--- config.mk ---
export PLATFORM = sky130hd
export DESIGN_NAME = clint_timer_flat
export DESIGN_NICKNAME = d
export VERILOG_FILES = /design/src/rtl/clint_timer_if.sv /design/src/rtl/clint_timer.sv /design/src/flat_wrapper.sv
export SDC_FILE = /design/constraint.sdc
export NUM_CORES = 1
export LEC_CHECK = 0
export ABC_AREA = 1
export CAP_MARGIN = 5
export CELL_PAD_IN_SITES_DETAIL_PLACEMENT = 1
export CELL_PAD_IN_SITES_GLOBAL_PLACEMENT = 1
export CORE_MARGIN = 2
export CORE_UTILIZATION = 42
export CTS_CLUSTER_DIAMETER = 40
export DETAILED_ROUTE_END_ITERATION = 10
export PLACE_DENSITY = 0.85
export SKIP_LAST_GASP = 1
export SLEW_MARGIN = 40
export SYNTH_ARGS = -nofsm -noshare
export SYNTH_HDL_FRONTEND = slang
export SYNTH_SLANG_ARGS = --single-unit
--- constraint.sdc ---
create_clock -name clock -period 10.53 [get_ports clock]
set_clock_uncertainty 0.2 [all_clocks]
set_input_delay 1.5795 -clock clock [delete_from_list [all_inputs] [get_ports clock]]
set_output_delay 1.5795 -clock clock [all_outputs]
set_load 0.03 [all_outputs]
--- src/rtl/clint_timer_if.sv ---
// rtl/clint_timer_if.sv - request/response bus between the MEM-stage initiator and the CLINT timer
interface clint_timer_if;
    logic        req_valid_i;
    logic        req_ready_o;
    logic        req_write_i;
    logic [63:0] req_addr_i;
    logic [63:0] req_wdata_i;
    logic [7:0]  req_wstrb_i;
    logic        resp_valid_o;
    logic        resp_ready_i;
    logic [63:0] resp_rdata_o;
    logic        resp_err_o;

    modport master (
        output req_valid_i, req_write_i, req_addr_i, req_wdata_i, req_wstrb_i, resp_ready_i,
        input  req_ready_o, resp_valid_o, resp_rdata_o, resp_err_o
    );

    modport slave (
        input  req_valid_i, req_write_i, req_addr_i, req_wdata_i, req_wstrb_i, resp_ready_i,
        output req_ready_o, resp_valid_o, resp_rdata_o, resp_err_o
    );
endinterface

--- src/rtl/clint_timer.sv ---
// rtl/clint_timer.sv - core-local timer and software-interrupt responder (msip, mtimecmp, mtime)
module clint_timer #(
    parameter logic [63:0] BASE     = 64'h0000_0000_0200_0000,
    parameter int          TICK_DIV = 1
) (
    input  logic        clock,
    input  logic        reset,
    clint_timer_if.slave bus,
    output logic        mtip_o,
    output logic        msip_o
);
    localparam int CW = (TICK_DIV > 1) ? $clog2(TICK_DIV) : 1;

    localparam logic [12:0] IDX_MSIP     = 13'h0000;
    localparam logic [12:0] IDX_MTIMECMP = 13'h0800;
    localparam logic [12:0] IDX_MTIME    = 13'h17FF;

    typedef enum logic {IDLE, RESP} state_t;

    state_t        state, state_next;
    logic [63:0]   mtime;
    logic [63:0]   mtimecmp;
    logic          msip;
    logic [CW-1:0] tick_cnt;
    logic          tick;
    logic [63:0]   resp_rdata;
    logic          resp_err;

    logic          accept;
    logic [60:0]   word_off;
    logic          in_window;
    logic          sel_msip, sel_cmp, sel_time, mapped;
    logic [63:0]   rd_data;
    logic          unused_addr_bits;

    function automatic logic [63:0] merge_bytes(input logic [63:0] old_val,
                                                input logic [63:0] new_val,
                                                input logic [7:0]  strb);
        logic [63:0] r;
        for (int i = 0; i < 8; i++) begin
            r[i*8 +: 8] = strb[i] ? new_val[i*8 +: 8] : old_val[i*8 +: 8];
        end
        return r;
    endfunction

    // Work on doubleword offsets; an address below BASE wraps to a huge offset and falls outside.
    assign unused_addr_bits = ^bus.req_addr_i[2:0];
    assign word_off  = bus.req_addr_i[63:3] - BASE[63:3];
    assign in_window = (word_off[60:13] == '0);
    assign sel_msip  = in_window && (word_off[12:0] == IDX_MSIP);
    assign sel_cmp   = in_window && (word_off[12:0] == IDX_MTIMECMP);
    assign sel_time  = in_window && (word_off[12:0] == IDX_MTIME);
    assign mapped    = sel_msip || sel_cmp || sel_time;

    assign accept = (state == IDLE) && bus.req_valid_i;

    always_comb begin
        rd_data = '0;
        if (sel_msip)      rd_data = {63'd0, msip};
        else if (sel_cmp)  rd_data = mtimecmp;
        else if (sel_time) rd_data = mtime;
    end

    always_comb begin
        state_next       = state;
        bus.req_ready_o  = 1'b0;
        bus.resp_valid_o = 1'b0;
        case (state)
            IDLE: begin
                bus.req_ready_o = 1'b1;
                if (bus.req_valid_i) state_next = RESP;
            end
            RESP: begin
                bus.resp_valid_o = 1'b1;
                if (bus.resp_ready_i) state_next = IDLE;
            end
            default: state_next = IDLE;
        endcase
    end

    always_ff @(posedge clock or posedge reset) begin
        if (reset) state <= IDLE;
        else       state <= state_next;
    end

    assign tick = (tick_cnt == CW'(TICK_DIV - 1));

    always_ff @(posedge clock or posedge reset) begin
        if (reset) tick_cnt <= '0;
        else       tick_cnt <= tick ? '0 : tick_cnt + 1'b1;
    end

    // A store to mtime wins over a same-edge tick; unwritten bytes hold without incrementing.
    always_ff @(posedge clock or posedge reset) begin
        if (reset) begin
            mtime <= '0;
        end else if (accept && bus.req_write_i && sel_time) begin
            mtime <= merge_bytes(mtime, bus.req_wdata_i, bus.req_wstrb_i);
        end else if (tick) begin
            mtime <= mtime + 64'd1;
        end
    end

    always_ff @(posedge clock or posedge reset) begin
        if (reset) begin
            mtimecmp <= '1;
            msip     <= 1'b0;
        end else if (accept && bus.req_write_i) begin
            if (sel_cmp)
                mtimecmp <= merge_bytes(mtimecmp, bus.req_wdata_i, bus.req_wstrb_i);
            if (sel_msip && bus.req_wstrb_i[0])
                msip <= bus.req_wdata_i[0];
        end
    end

    always_ff @(posedge clock or posedge reset) begin
        if (reset) mtip_o <= 1'b0;
        else       mtip_o <= (mtime >= mtimecmp);
    end

    always_ff @(posedge clock or posedge reset) begin
        if (reset) begin
            resp_rdata <= '0;
            resp_err   <= 1'b0;
        end else if (accept) begin
            resp_err   <= !mapped;
            resp_rdata <= (bus.req_write_i || !mapped) ? 64'd0 : rd_data;
        end
    end

    assign bus.resp_rdata_o = resp_rdata;
    assign bus.resp_err_o   = resp_err;
    assign msip_o           = msip;
endmodule

--- src/flat_wrapper.sv ---
// flat-port wrapper written by rule: the top's interface ports become plain ports
module clint_timer_flat 
#(
    parameter logic [63:0] BASE     = 64'h0000_0000_0200_0000,
    parameter int          TICK_DIV = 1
)
  (clock, reset, mtip_o, msip_o, bus_req_valid_i, bus_req_write_i, bus_req_addr_i, bus_req_wdata_i, bus_req_wstrb_i, bus_resp_ready_i, bus_req_ready_o, bus_resp_valid_o, bus_resp_rdata_o, bus_resp_err_o);
  clint_timer_if bus_i ();
  input  logic clock;
  input  logic reset;
  output logic mtip_o;
  output logic msip_o;
  input wire logic [$bits(bus_i.req_valid_i)-1:0] bus_req_valid_i;
  input wire logic [$bits(bus_i.req_write_i)-1:0] bus_req_write_i;
  input wire logic [$bits(bus_i.req_addr_i)-1:0] bus_req_addr_i;
  input wire logic [$bits(bus_i.req_wdata_i)-1:0] bus_req_wdata_i;
  input wire logic [$bits(bus_i.req_wstrb_i)-1:0] bus_req_wstrb_i;
  input wire logic [$bits(bus_i.resp_ready_i)-1:0] bus_resp_ready_i;
  output wire logic [$bits(bus_i.req_ready_o)-1:0] bus_req_ready_o;
  output wire logic [$bits(bus_i.resp_valid_o)-1:0] bus_resp_valid_o;
  output wire logic [$bits(bus_i.resp_rdata_o)-1:0] bus_resp_rdata_o;
  output wire logic [$bits(bus_i.resp_err_o)-1:0] bus_resp_err_o;
  assign bus_i.req_valid_i = bus_req_valid_i;
  assign bus_i.req_write_i = bus_req_write_i;
  assign bus_i.req_addr_i = bus_req_addr_i;
  assign bus_i.req_wdata_i = bus_req_wdata_i;
  assign bus_i.req_wstrb_i = bus_req_wstrb_i;
  assign bus_i.resp_ready_i = bus_resp_ready_i;
  assign bus_req_ready_o = bus_i.req_ready_o;
  assign bus_resp_valid_o = bus_i.resp_valid_o;
  assign bus_resp_rdata_o = bus_i.resp_rdata_o;
  assign bus_resp_err_o = bus_i.resp_err_o;
  clint_timer #(.BASE(BASE), .TICK_DIV(TICK_DIV)) u_core (.clock(clock), .reset(reset), .bus(bus_i), .mtip_o(mtip_o), .msip_o(msip_o));
endmodule
## After elaboration in Yosys (flattened, before gate mapping)

Index checks and enable logic that the tools add are counted.

- Register bits after elaboration: 197
- Input port bits: 141
- Output and inout bits: 69
- Logic and storage cells: 88

- Add/subtract/negate cells: 3
- Order comparisons: 1
- Equality and inequality tests: 11
- Muxes and demuxes: 20
- Bitwise logic cells: 1
- Reduce and logical (&&, ||, !) cells: 30

Operators with widths:

| cell | number |
|---|---|
| 2-to-1 mux 64 bit | 6 |
| adder 64 x 1 -> 64 bit (second input constant) | 1 |
| >= comparator 64 bit | 1 |
| 2-to-1 mux 8 bit | 8 |
| subtractor 61 x 23 -> 61 bit (second input constant) | 1 |
| zero test 48 bit | 1 |
| AND reduction 3 bit | 8 |
| inequality test 2 bit (second input constant) | 9 |
| AND reduction 2 bit | 9 |
| equality test 13 x 12 -> 1 bit (second input constant) | 1 |
| equality test 13 bit (second input constant) | 1 |
| zero test 13 bit | 1 |
| logical AND 1 bit | 7 |
| 2-to-1 mux 1 bit | 5 |
| logical OR 1 bit | 3 |
| case mux 1 bit (2 select lines) | 1 |
| adder 1 bit (second input constant) | 1 |
| zero test 1 bit | 1 |
| inverter 1 bit | 1 |

## Logic depth before layout (Yosys ltp)

- Depth in word-level cells: 8
- Depth in mapped cells: 21
- Gate-level depth less buffers: 20

## Worst setup path before layout

Ideal clock, no wire load.

- Path kind: in2reg
- Start: in bus_req_addr_i[25]
- End: reg u_core.mtimecmp[24]
- Setup time: 76 ps
- Arrival: 3726 ps
- Data required time: 10254 ps
- Path slack: 6528 ps
- Cell stages on the path: 19
- Path buffers: 2
- Cells stage by stage: inv_1 -> ha_1 -> nand2_1 -> nor2_2 -> nand2_2 -> nor2_2 -> nand3_1 -> nand2_1 -> nand2_1 -> nor2_1 -> nand3_2 -> nor2_4 -> nand2_4 -> clkinv_4 -> buf_6 -> nand3_4 -> buf_4 -> nand2_1 -> o21ai_2

- Word-level cells in the longest chain between the ends: 4

RTL lines:

| element | RTL line | source |
|---|---|---|
| from (decl) | flat_wrapper.sv:15 | `input wire logic [$bits(bus_i.req_addr_i)-1:0] bus_req_addr_i;` |
| subtractor 61 x 23 -> 61 bit | clint_timer.sv:48 | `assign word_off = bus.req_addr_i[63:3] - BASE[63:3];` |
| zero test 48 bit | clint_timer.sv:49 | `assign in_window = (word_off[60:13] == '0);` |
| logical AND 1 bit | clint_timer.sv:51 | `assign sel_cmp = in_window && (word_off[12:0] == IDX_MTIMECMP);` |
| AND reduction 3 bit (no line) | -- |  |
| to (signal assigned) | clint_timer.sv:110 | `mtimecmp <= merge_bytes(mtimecmp, bus.req_wdata_i, bus.req_wstrb_i);` |
| to (decl) | clint_timer.sv:22 | `logic [63:0] mtimecmp;` |

No other way between the ends.
A chain may end at the register's enable or synchronous reset.

## Worst setup path in the final report

- Start: in bus_req_addr_i[25]
- End: reg u_core.mtime[52]

- Word-level cells in the longest chain between the ends: 6
- Elaborated cells on any way between the ends: 8
- Classes of those cells: add/sub: 1; eq/ne: 2; mux: 1; reduce/logical: 4

RTL lines:

| element | RTL line | source |
|---|---|---|
| subtractor 61 x 23 -> 61 bit (*) | clint_timer.sv:48 |  |
| zero test 48 bit (*) | clint_timer.sv:49 |  |
| logical AND 1 bit (*) | clint_timer.sv:52 | `assign sel_time = in_window && (word_off[12:0] == IDX_MTIME);` |
| logical AND 1 bit (*) | clint_timer.sv:97 | `end else if (accept && bus.req_write_i && sel_time) begin` |
| inequality test 2 bit (no line) | -- |  |
| AND reduction 2 bit (no line) | -- |  |
| to (signal assigned) | clint_timer.sv:98 | `mtime <= merge_bytes(mtime, bus.req_wdata_i, bus.req_wstrb_i);` |
| to (signal assigned) | clint_timer.sv:100 | `mtime <= mtime + 64'd1;` |
| to (decl) | clint_timer.sv:21 | `logic [63:0] mtime;` |

Mark *: on every way between the ends. The rest lies on a longest branch, timed or not.

==> run metrics <==
status=finished, final reports clean; number of optimization iterations in the first detailed-route pass=5; CTS H-Tree Depth=4; proportion of synthesized chip area in sequential cells=between 30% and 40%; number of I/O pins=210; library cells used by synthesis=47; Fillers=roughly 4,500; Synth Register Bits=between 150 and 200; Gate Count Post-Synth=around 2,200; Initial Util=around 42%; final-report setup violation count=0; Final min period=about 5600 ps; hold_buf cts=0; transition time of the tightest slew-check pin=843 ps; Max Transition Viols Final=0; largest net degree at the start of global routing=125; async set or reset register ratio after synthesis=100%; list of most frequent post-synthesis cells=nand2_1, inv_1, nor2_1; yosys synthesis warning count=0; Critical Path Source=bus_req_addr_i[25]; area leader, netlist=dfrtp_1; Clock Tree Root=clkbuf_16; Max Fanout on Critical Path=28; number of cells in the finished layout apart from fillers=around 2,800; area added between synthesis and finish=20.9%; unrepaired setup endpoints after global routing=false; Setup CP Type=in2reg; capturing element type of the critical path=flop; DRC Markers=0; initial antenna violation count=1; CP arrival=between 5000 and 6000 ps; Die Area=between 0.03 and 0.04 mm^2; clock-pin slew on the worst setup and hold paths=~70 ps; maximum root-to-sink buffer count=2; Routed WL=approximately 52,000 um; area share of the leading cell type in the synthesized netlist=between 20% and 30%; first-pass GRT wire length=84,500 um; proportion of layout cells with a drive suffix above 1=7.06%; most instantiated library cell after synthesis=nand2_1; Fmax=between 150 and 200 MHz; count of vias placed by the detailed router=15,400; hold crit path type=reg2reg; ys flop type=dfrtp_1; depth of the worst hold-timing path=2; average via count per standard cell=5.48; CTS resizes=0; Placeable Area=~0.034 mm^2; all-layer global routing usage=between 20% and 30%; Post-layout nets=~2,500; half-perimeter wire length after placement=39,500 um; Antenna Nets Post-Route=0; Avg WL per Cell=~19 um; detailed router's first-iteration violation count=988; Static Leak=7.88 nW; maxcap violations=0; post-synthesis instance area=0.0146 mm^2; kind of start point of the critical path=primary input; Required @ worst endpoint=around 11,000 ps; Vert. Die Dim=190 um; overall overflow remaining after global route=0; Placement Setup Slack=approximately 4500 ps; horizontal die dimension=between 150 and 200 um; TritonCTS buffer count=17; Relative slew margins=43.6%; Skew-Pair Late Insertion Delay=around 480 ps; port buffer count=approximately 200; Worst IR Drop VDD=0.126 mV; CTS tree=yes; final count of hold timing violations=0; Avg Inst Size Synth=roughly 6.7 um^2; number of global-route vias before repair=around 16,000; number of post-CTS setup repair buffers=0; weighted congestion at the end of routability-driven global placement=between 0.9 and 1; launch instance of the worst min-delay path=u_core.mtimecmp[3]; number of placement rows=68; depth of the worst register-to-register path=13; period utilization=between 50% and 60%; total negative slack=0 ps; pwr/cell area=between 80 and 90 mW/mm^2; Synth Net Count=between 2,000 and 2,500; number of enable flip-flop cells after synthesis=0; number of clock sinks=between 150 and 200; startpoint of the worst register-to-register path=u_core.mtime[1]; placed cells=approximately 2,800; top area cells in the synthesized netlist=dfrtp_1, nand2_1, dfstp_2; Setup WS post-layout=between 4000 and 5000 ps
## critical path: stages
cell             delay (ps)
clkdlybuf4s50_1         450
inv_1                    90
ha_1                    300
nand2_1                 190
nor2_2                  340
nand2_2                 140
nor2_2                  130
nand3_1                 100
nand2_1                 110
o21ai_0                  90
nor3_1                  360
nand3_1                 200
nor2_4                  590
nand3_2                 660
nand2_1                 300
nand2_1                  90
nand2_1                  70
## path summary, 6_finish.rpt
kind                                          endpoint  slack, ps
min                                 u_core.mtimecmp[3]        270
max reg2reg                           u_core.mtime[52]       6910
min reg2reg                         u_core.mtimecmp[3]        270
max                                   u_core.mtime[52]       4910
max in group asynchronous  u_core.bus.resp_rdata_o[27]       7550
min in group asynchronous  u_core.bus.resp_rdata_o[52]       1450
## per-layer routing
metal / part of all wire (%) / up-vias / wire, um / track usage, %
met4: 3.0 / 0 / 1570 / 11.0
met1: 44 / 7537 / 22900 / 36.5
met5: 0 / - / 0 / 0
li1: - / 7378 / - / -
met2: 49 / 370 / 25900 / 51.9
met3: 3.8 / 104 / 1990 / 3.84
## sequential cells by signal, summed over array words and instances (netlist names)
signal and flops:
u_core.mtimecmp 64, u_core.bus.resp_rdata_o 64, u_core.mtime 64, u_core.mtip_o 1, u_core.state 1, u_core.msip_o 1
u_core.bus.resp_err_o 1
## area by class of cell
type | instances | area [um^2] | area share [%]
Sequential cell | 196 | 4980 | 28.3
Clock inverter | 12 | 134 | 0.761
Antenna cell | 1 | 2.50 | 0.0142
Clock buffer | 19 | 433 | 2.46
Tap cell | 455 | 569 | 3.24
Inverter | 278 | 1070 | 6.06
Timing Repair Buffer | 216 | 2160 | 12.3
Multi-Input combinational cell | 1629 | 8240 | 46.9
## cells by family (layout without fill, tap and decap cells)
group                    count (synthesis)  in the layout  synth area share (%)
AO/OA/AOI/OAI                          212            212                  7.93
AND/OR/NAND/NOR                       1293           1293                  39.3
XOR/XNOR                                58             58                  3.49
flip-flops                             196            196                  34.3
buffers and inverters                  353            525                  9.40
other                                    0              1                     0
adder cells (fa/ha/maj)                 66             66                  5.67
## power by group
group / switching (mW) / internal [mW]
Combinational: 0.0933 / 0.0635
Clock: 0.316 / 0.349
Sequential: 0.000260 / 0.754
## placed cells by master (no fill, tap or decap), types with 5 or more instances in the layout
cell type | Yosys | layout
ha_1 | 66 | 66
nand2_2 | 8 | 9
clkinvlp_4 | 0 | 5
o21ai_1 | 20 | 20
nand3b_1 | 13 | 13
nor4_1 | 16 | 12
nor2_1 | 184 | 184
inv_1 | 268 | 267
nor3_1 | 39 | 38
dfrtp_1 | 132 | 132
clkbuf_16 | 0 | 17
xnor2_1 | 11 | 11
a21oi_1 | 30 | 30
nand3_1 | 127 | 127
nand2_1 | 730 | 729
clkdlybuf4s50_1 | 0 | 206
xor2_1 | 47 | 47
nand3_2 | 9 | 9
o21ai_2 | 8 | 8
nor2_2 | 10 | 9
nand4_1 | 136 | 136
o21ai_0 | 132 | 132
nor2_4 | 6 | 7
dfstp_2 | 64 | 64
inv_2 | 8 | 6
buf_4 | 1 | 7
## through the flow
stage | hold WS, ps | instance area [um^2] | util [%] | power, mW
floorplan | 244 | 14600 | - | 0.830
global placement | 250 | 16900 | 49.3 | 0.922
detailed placement | 261 | 17000 | 49.5 | 0.925
CTS | 272 | 17600 | 51.1 | 1.59
global route | 299 | 17600 | 51.2 | 1.63
finish | 268 | 17600 | 51.2 | 1.58
Power figures use the tool's default switching activity.
